`src/rtl/demux_stream.sv`:
```
// Valid/ready stream demultiplexer: routes each accepted beat to one of NUM_CH
// one-entry output slots, or to every slot at once in broadcast mode.
module demux_stream #(
    parameter int DATA_W = 8,
    parameter int NUM_CH = 4,
    parameter int SEL_W  = 2
) (
    input  logic                     clk,
    input  logic                     rst_n,
    input  logic                     in_valid,
    output logic                     in_ready,
    input  logic [DATA_W-1:0]        in_data,
    input  logic [SEL_W-1:0]         in_sel,
    input  logic                     in_bcast,
    output logic [NUM_CH-1:0]        out_valid,
    input  logic [NUM_CH-1:0]        out_ready,
    output logic [NUM_CH*DATA_W-1:0] out_data,
    output logic [7:0]               drop_cnt
);

    localparam int              SEL_N    = 1 << SEL_W;
    localparam logic [SEL_W:0]  NUM_CH_W = (SEL_W + 1)'(NUM_CH);

    typedef enum logic {
        SLOT_EMPTY = 1'b0,
        SLOT_FULL  = 1'b1
    } slot_t;

    slot_t             slot_r     [NUM_CH];
    slot_t             slot_nxt_s [NUM_CH];
    logic [DATA_W-1:0] data_r     [NUM_CH];
    logic [SEL_N-1:0]  free_s;
    logic [NUM_CH-1:0] load_s;
    logic              sel_ok_s;
    logic              accept_s;
    logic              drop_s;
    logic [7:0]        drop_cnt_r;

    assign sel_ok_s = ({1'b0, in_sel} < NUM_CH_W);
    assign accept_s = in_valid & in_ready;
    assign drop_s   = accept_s & ~in_bcast & ~sel_ok_s;

    // Slot is free when empty or being drained this cycle; unused codes stay 0.
    always_comb begin
        free_s = '0;
        for (int k = 0; k < NUM_CH; k++) begin
            free_s[k] = (slot_r[k] == SLOT_EMPTY) | out_ready[k];
        end
    end

    // Acceptance: broadcast needs every slot free, out-of-range selects always sink.
    always_comb begin
        in_ready = 1'b0;
        if (in_bcast) begin
            in_ready = &free_s[NUM_CH-1:0];
        end else if (sel_ok_s) begin
            in_ready = free_s[in_sel];
        end else begin
            in_ready = 1'b1;
        end
    end

    // Per-slot load strobes for the accepted beat.
    always_comb begin
        load_s = '0;
        for (int k = 0; k < NUM_CH; k++) begin
            if (accept_s && (in_bcast || (sel_ok_s && (in_sel == SEL_W'(k))))) begin
                load_s[k] = 1'b1;
            end else begin
                load_s[k] = 1'b0;
            end
        end
    end

    // Slot FSM next state; a simultaneous drain and load keeps the slot full.
    always_comb begin
        for (int k = 0; k < NUM_CH; k++) begin
            slot_nxt_s[k] = slot_r[k];
            case (slot_r[k])
                SLOT_EMPTY: begin
                    if (load_s[k]) begin
                        slot_nxt_s[k] = SLOT_FULL;
                    end else begin
                        slot_nxt_s[k] = SLOT_EMPTY;
                    end
                end
                SLOT_FULL: begin
                    if (load_s[k]) begin
                        slot_nxt_s[k] = SLOT_FULL;
                    end else if (out_ready[k]) begin
                        slot_nxt_s[k] = SLOT_EMPTY;
                    end else begin
                        slot_nxt_s[k] = SLOT_FULL;
                    end
                end
                default: slot_nxt_s[k] = SLOT_EMPTY;
            endcase
        end
    end

    // Slot state register.
    always_ff @(posedge clk or negedge rst_n) begin
        if (!rst_n) begin
            for (int k = 0; k < NUM_CH; k++) begin
                slot_r[k] <= SLOT_EMPTY;
            end
        end else begin
            for (int k = 0; k < NUM_CH; k++) begin
                slot_r[k] <= slot_nxt_s[k];
            end
        end
    end

    // Slot payload register; held stable while the consumer stalls.
    always_ff @(posedge clk or negedge rst_n) begin
        if (!rst_n) begin
            for (int k = 0; k < NUM_CH; k++) begin
                data_r[k] <= '0;
            end
        end else begin
            for (int k = 0; k < NUM_CH; k++) begin
                if (load_s[k]) begin
                    data_r[k] <= in_data;
                end
            end
        end
    end

    // Saturating count of beats sunk by out-of-range selects.
    always_ff @(posedge clk or negedge rst_n) begin
        if (!rst_n) begin
            drop_cnt_r <= 8'd0;
        end else if (drop_s && (drop_cnt_r != 8'hFF)) begin
            drop_cnt_r <= drop_cnt_r + 8'd1;
        end
    end

    for (genvar g = 0; g < NUM_CH; g++) begin : g_out
        assign out_valid[g]                     = (slot_r[g] == SLOT_FULL);
        assign out_data[g*DATA_W +: DATA_W]     = data_r[g];
    end

    assign drop_cnt = drop_cnt_r;

endmodule

```
`config.mk`:
```
export PLATFORM = sky130hd
export DESIGN_NAME = demux_stream
export DESIGN_NICKNAME = d
export VERILOG_FILES = /design/src/rtl/demux_stream.sv
export SDC_FILE = /design/constraint.sdc
export NUM_CORES = 1
export LEC_CHECK = 0
export CORE_MARGIN = 8
export CORE_UTILIZATION = 39
export DETAILED_ROUTE_END_ITERATION = 16
export GPL_TIMING_DRIVEN = 0
export PLACE_DENSITY = 0.83
export SETUP_SLACK_MARGIN = 0.05
export SYNTH_ARGS = -nofsm -noshare
export SYNTH_HDL_FRONTEND = slang
export SYNTH_SLANG_ARGS = --single-unit
```
`constraint.sdc`:
```
create_clock -name clk -period 1.8 [get_ports clk]
set_input_delay 0.18 -clock clk [delete_from_list [all_inputs] [get_ports clk]]
set_output_delay 0.18 -clock clk [all_outputs]
set_load 0.03 [all_outputs]
```
==> flow_metrics.py <==
metrics = {
    "logic_synthesis": {
        "syn_inst": 105,
        "yosysTopAreaCellShare": 0.560,
        "synth_warnings": 0,
        "synth_area_leaders": "dfrtp_1 (56%), mux2_2 (21%), a221oi_4 (4.9%)",
        "synth.most_common_cell": "dfrtp_1",
        "syn_area_per_cell_sq_um": 15.3,
        "ys.flop_type": "dfrtp_1",
        "synth_seq_cells": 36,
        "ys_async_sr_fraction": 1.00,
        "ys_seq_area_frac": 0.560,
        "yosys-top-cells-count": "dfrtp_1 (36), mux2_2 (30), buf_4 (8)",
        "synth-edff-count": 0,
        "synth_top_area_cell": "dfrtp_1",
        "synthDistinctLibCells": 19,
        "syn_area_sq_um": 1610,
    },
    "pwr": {
        "powerDensity_nw_per_um2": 1510,
        "peakVddDrop_v": 0.00114,
        "p_leak_nw": 1.16,
    },
    "clock_network": {
        "clock_path_buffers": 2,
        "clkLatencyLatePin_ns": 0.28,
        "cts_buffers": 5,
        "htreeDepth": 2,
        "clkTransAtPathRegs_ns": 0.07,
        "cts_tree": "yes",
        "cts_root_buffer": "clkbuf_8",
        "cts_sinks": 36,
    },
    "global_route": {
        "grt_max_degree": 37,
        "grt_pass1_wl_mm": 6.91,
        "gr-usage-all-layers": 0.139,
        "gr-total-overflow": 0,
        "antenna_found_initial": 0,
        "grt_pass1_vias": 1332,
    },
    "placed_design": {
        "dpl_cell_area_sq_um": 2270,
        "port_buffers": 54,
        "dpl.hpwl_mm": 3.08,
        "globalplace.congestion": 0.682,
    },
    "detailed_routing": {
        "drt_iter0_drc": 43,
        "drcViolationCount": 0,
        "routed_wl_mm": 4.57,
        "post_drt_wl_per_cell_microns": 19.4,
        "routed_via_density": 4.80,
        "vias": 1129,
        "drt_first_pass_iters": 4,
        "drt.antenna.violating_nets": 0,
    },
    "sta": {
        "worstMarginPinSlew_ns": 0.794,
        "slew-limit-headroom": 0.471,
        "period_minus_slack_ns": 1.80,
        "final-max-slew-violation-count": 0,
        "setup_viol": 3,
        "finalWorstSetupSlack_ns": -0.00352,
        "fmax_mhz": 554,
        "fin_crit_sh": 1.00,
        "fin_worst_skew_ns": 0.00345,
        "finalHoldViolations": 0,
        "rsz0062_at_grt": "true",
    },
    "setup_path": {
        "critical_path_peak_fanout": 7,
        "worstSetupPathType": "primary input to flop",
        "critPathLaunchType": "primary input",
        "cp-end-kind": "flop",
        "worstPathArrival_ns": 1.97,
        "critPathRequiredTime_ns": 1.97,
    },
    "run_status": {
        "failed_checks": "setup timing",
        "status": "finished with violations",
    },
    "die": {
        "die_area_sq_um": 6430,
        "die_w_microns": 80.2,
        "num_rows": 23,
        "ios": 63,
        "initial_core_util": 0.405,
        "die_h_microns": 80.2,
        "core_sq_um": 3970,
    },
    "min_path": {
        "hp-class": "primary input to flop",
    },
    "finish": {
        "final_nets": 201,
        "area_growth_pct": 60.0,
        "final_layout_size_suffix_gt1_frac": 0.402,
        "final_util": 0.648,
        "n_fill_cell": 300,
        "post-route-cell-area_sq_um": 2570,
    },
    "flow_run": {
        "max-cap-violations": 0,
    },
}
==> layer usage <==
| layer | track usage | wire length [microns] |
|---|---|---|
| met2 | 0.255 | 2390 |
| met3 | 0.0670 | 402 |
| met1 | 0.139 | 1750 |
| met4 | 0.0291 | 27 |
| met5 | 0 | 0 |
==> placed cells by master (no fill, tap or decap) <==
cell and n:
buf_2 2, mux2_2 16, a211oi_4 1, buf_6 3, bufinv_16 1, clkbuf_8 5, dlygate4sd2_1 2, clkdlybuf4s50_1 49
a21oi_1 2, nor3_2 1, nand2b_4 2, o221ai_4 1, mux2_4 16, clkinv_1 1, nand2b_1 4, inv_1 4
buf_12 3, nand2_1 1, clkinvlp_4 1, clkinv_2 1, a21o_1 4, conb_1 8, diode_2 1, a221oi_4 3
o211ai_4 1, or4bb_4 1, dlymetal6s2s_1 1, o21ba_4 1, nand4_4 1, buf_4 11, dfrtp_2 3, dlygate4sd3_1 1
dfrtp_1 33
==> critical path, cell delays in order <==
cell,delay [ns]
clkdlybuf4s50_1,0.45
o21ba_4,0.29
o221ai_4,0.14
buf_6,0.16
a221oi_4,0.26
buf_12,0.18
mux2_4,0.30
==> worst paths after layout <==
path,cells past startpoint,slack (ns),from,to
max in group asynchronous,2,0.72,rst_n,out_valid[3]$_DFF_PN0_
min reg2reg,1,0.51,out_data[11]$_DFFE_PN0P_,out_data[11]$_DFFE_PN0P_
max reg2reg,6,0.01,out_valid[2]$_DFF_PN0_,out_data[16]$_DFFE_PN0P_
min in group asynchronous,2,0.53,rst_n,out_data[2]$_DFFE_PN0P_
min,3,0.24,out_ready[2],out_valid[2]$_DFF_PN0_
max,7,-0.004,in_bcast,out_data[16]$_DFFE_PN0P_
==> where the power goes <==
| group | leakage, nW | internal, W | switching, W |
|---|---|---|---|
| Combinational | 0.687 | 0.000917 | 0.00101 |
| Sequential | 0.421 | 0.00109 | 0.000169 |
| Clock | 0.0541 | 0.000410 | 0.000283 |
==> stage by stage <==
step	TNS, ns	power, W	hold slack (ns)	instances	setup WS, ns
2_1_floorplan	0	0.00224	-0.116	112	0.0513
5_1_grt	-0.999	0.00405	0.232	234	-0.0530
4_1_cts	0	0.00380	0.486	234	0.000996
3_5_place_dp	-18.50	0.00302	0.299	216	-0.566
6_report	-0.00908	0.00387	0.238	235	-0.00352
3_3_place_gp	-20.63	0.00296	0.470	216	-0.511
==> cell families (layout without fill, tap and decap cells) <==
kind of cell | after synthesis | count (layout) | share of synthesized area
simple gates | 10 | 10 | 0.0490
flops | 36 | 36 | 0.560
mux | 32 | 32 | 0.224
buf+inv | 13 | 85 | 0.0490
compound gates | 13 | 13 | 0.115
other cells | 1 | 9 | 0.00233
==> layout make-up <==
class                   instances  area (sq um)  area share
clock buffers                   5          68.8      0.0268
flip-flops and latches         36           905       0.352
multi-input cells              63           756       0.294
inverters                       5          18.8     0.00730
well taps                      50          62.6      0.0243
plain buffers                   8          60.1      0.0233
repair buffers                 64           657       0.255
clock inverters                 3          42.5      0.0165
diodes                          1          2.50    0.000973
==> registers in the layout, indices dropped and copies added, names as in the netlist <==
| signal | flops |
|---|---|
| out_data | 32 |
| out_valid | 4 |
==> repair_timing <==
action / in CTS / in global routing
endpoints found under the setup margin: 33 / 33
pin swaps: 4 / 0
hold endpoints to repair: 36 / 0
resized for setup: 10 / 19
hold buffers: 1 / 0
setup buffers: 9 / 0
No activity file was read; power rests on OpenSTA's default activity.
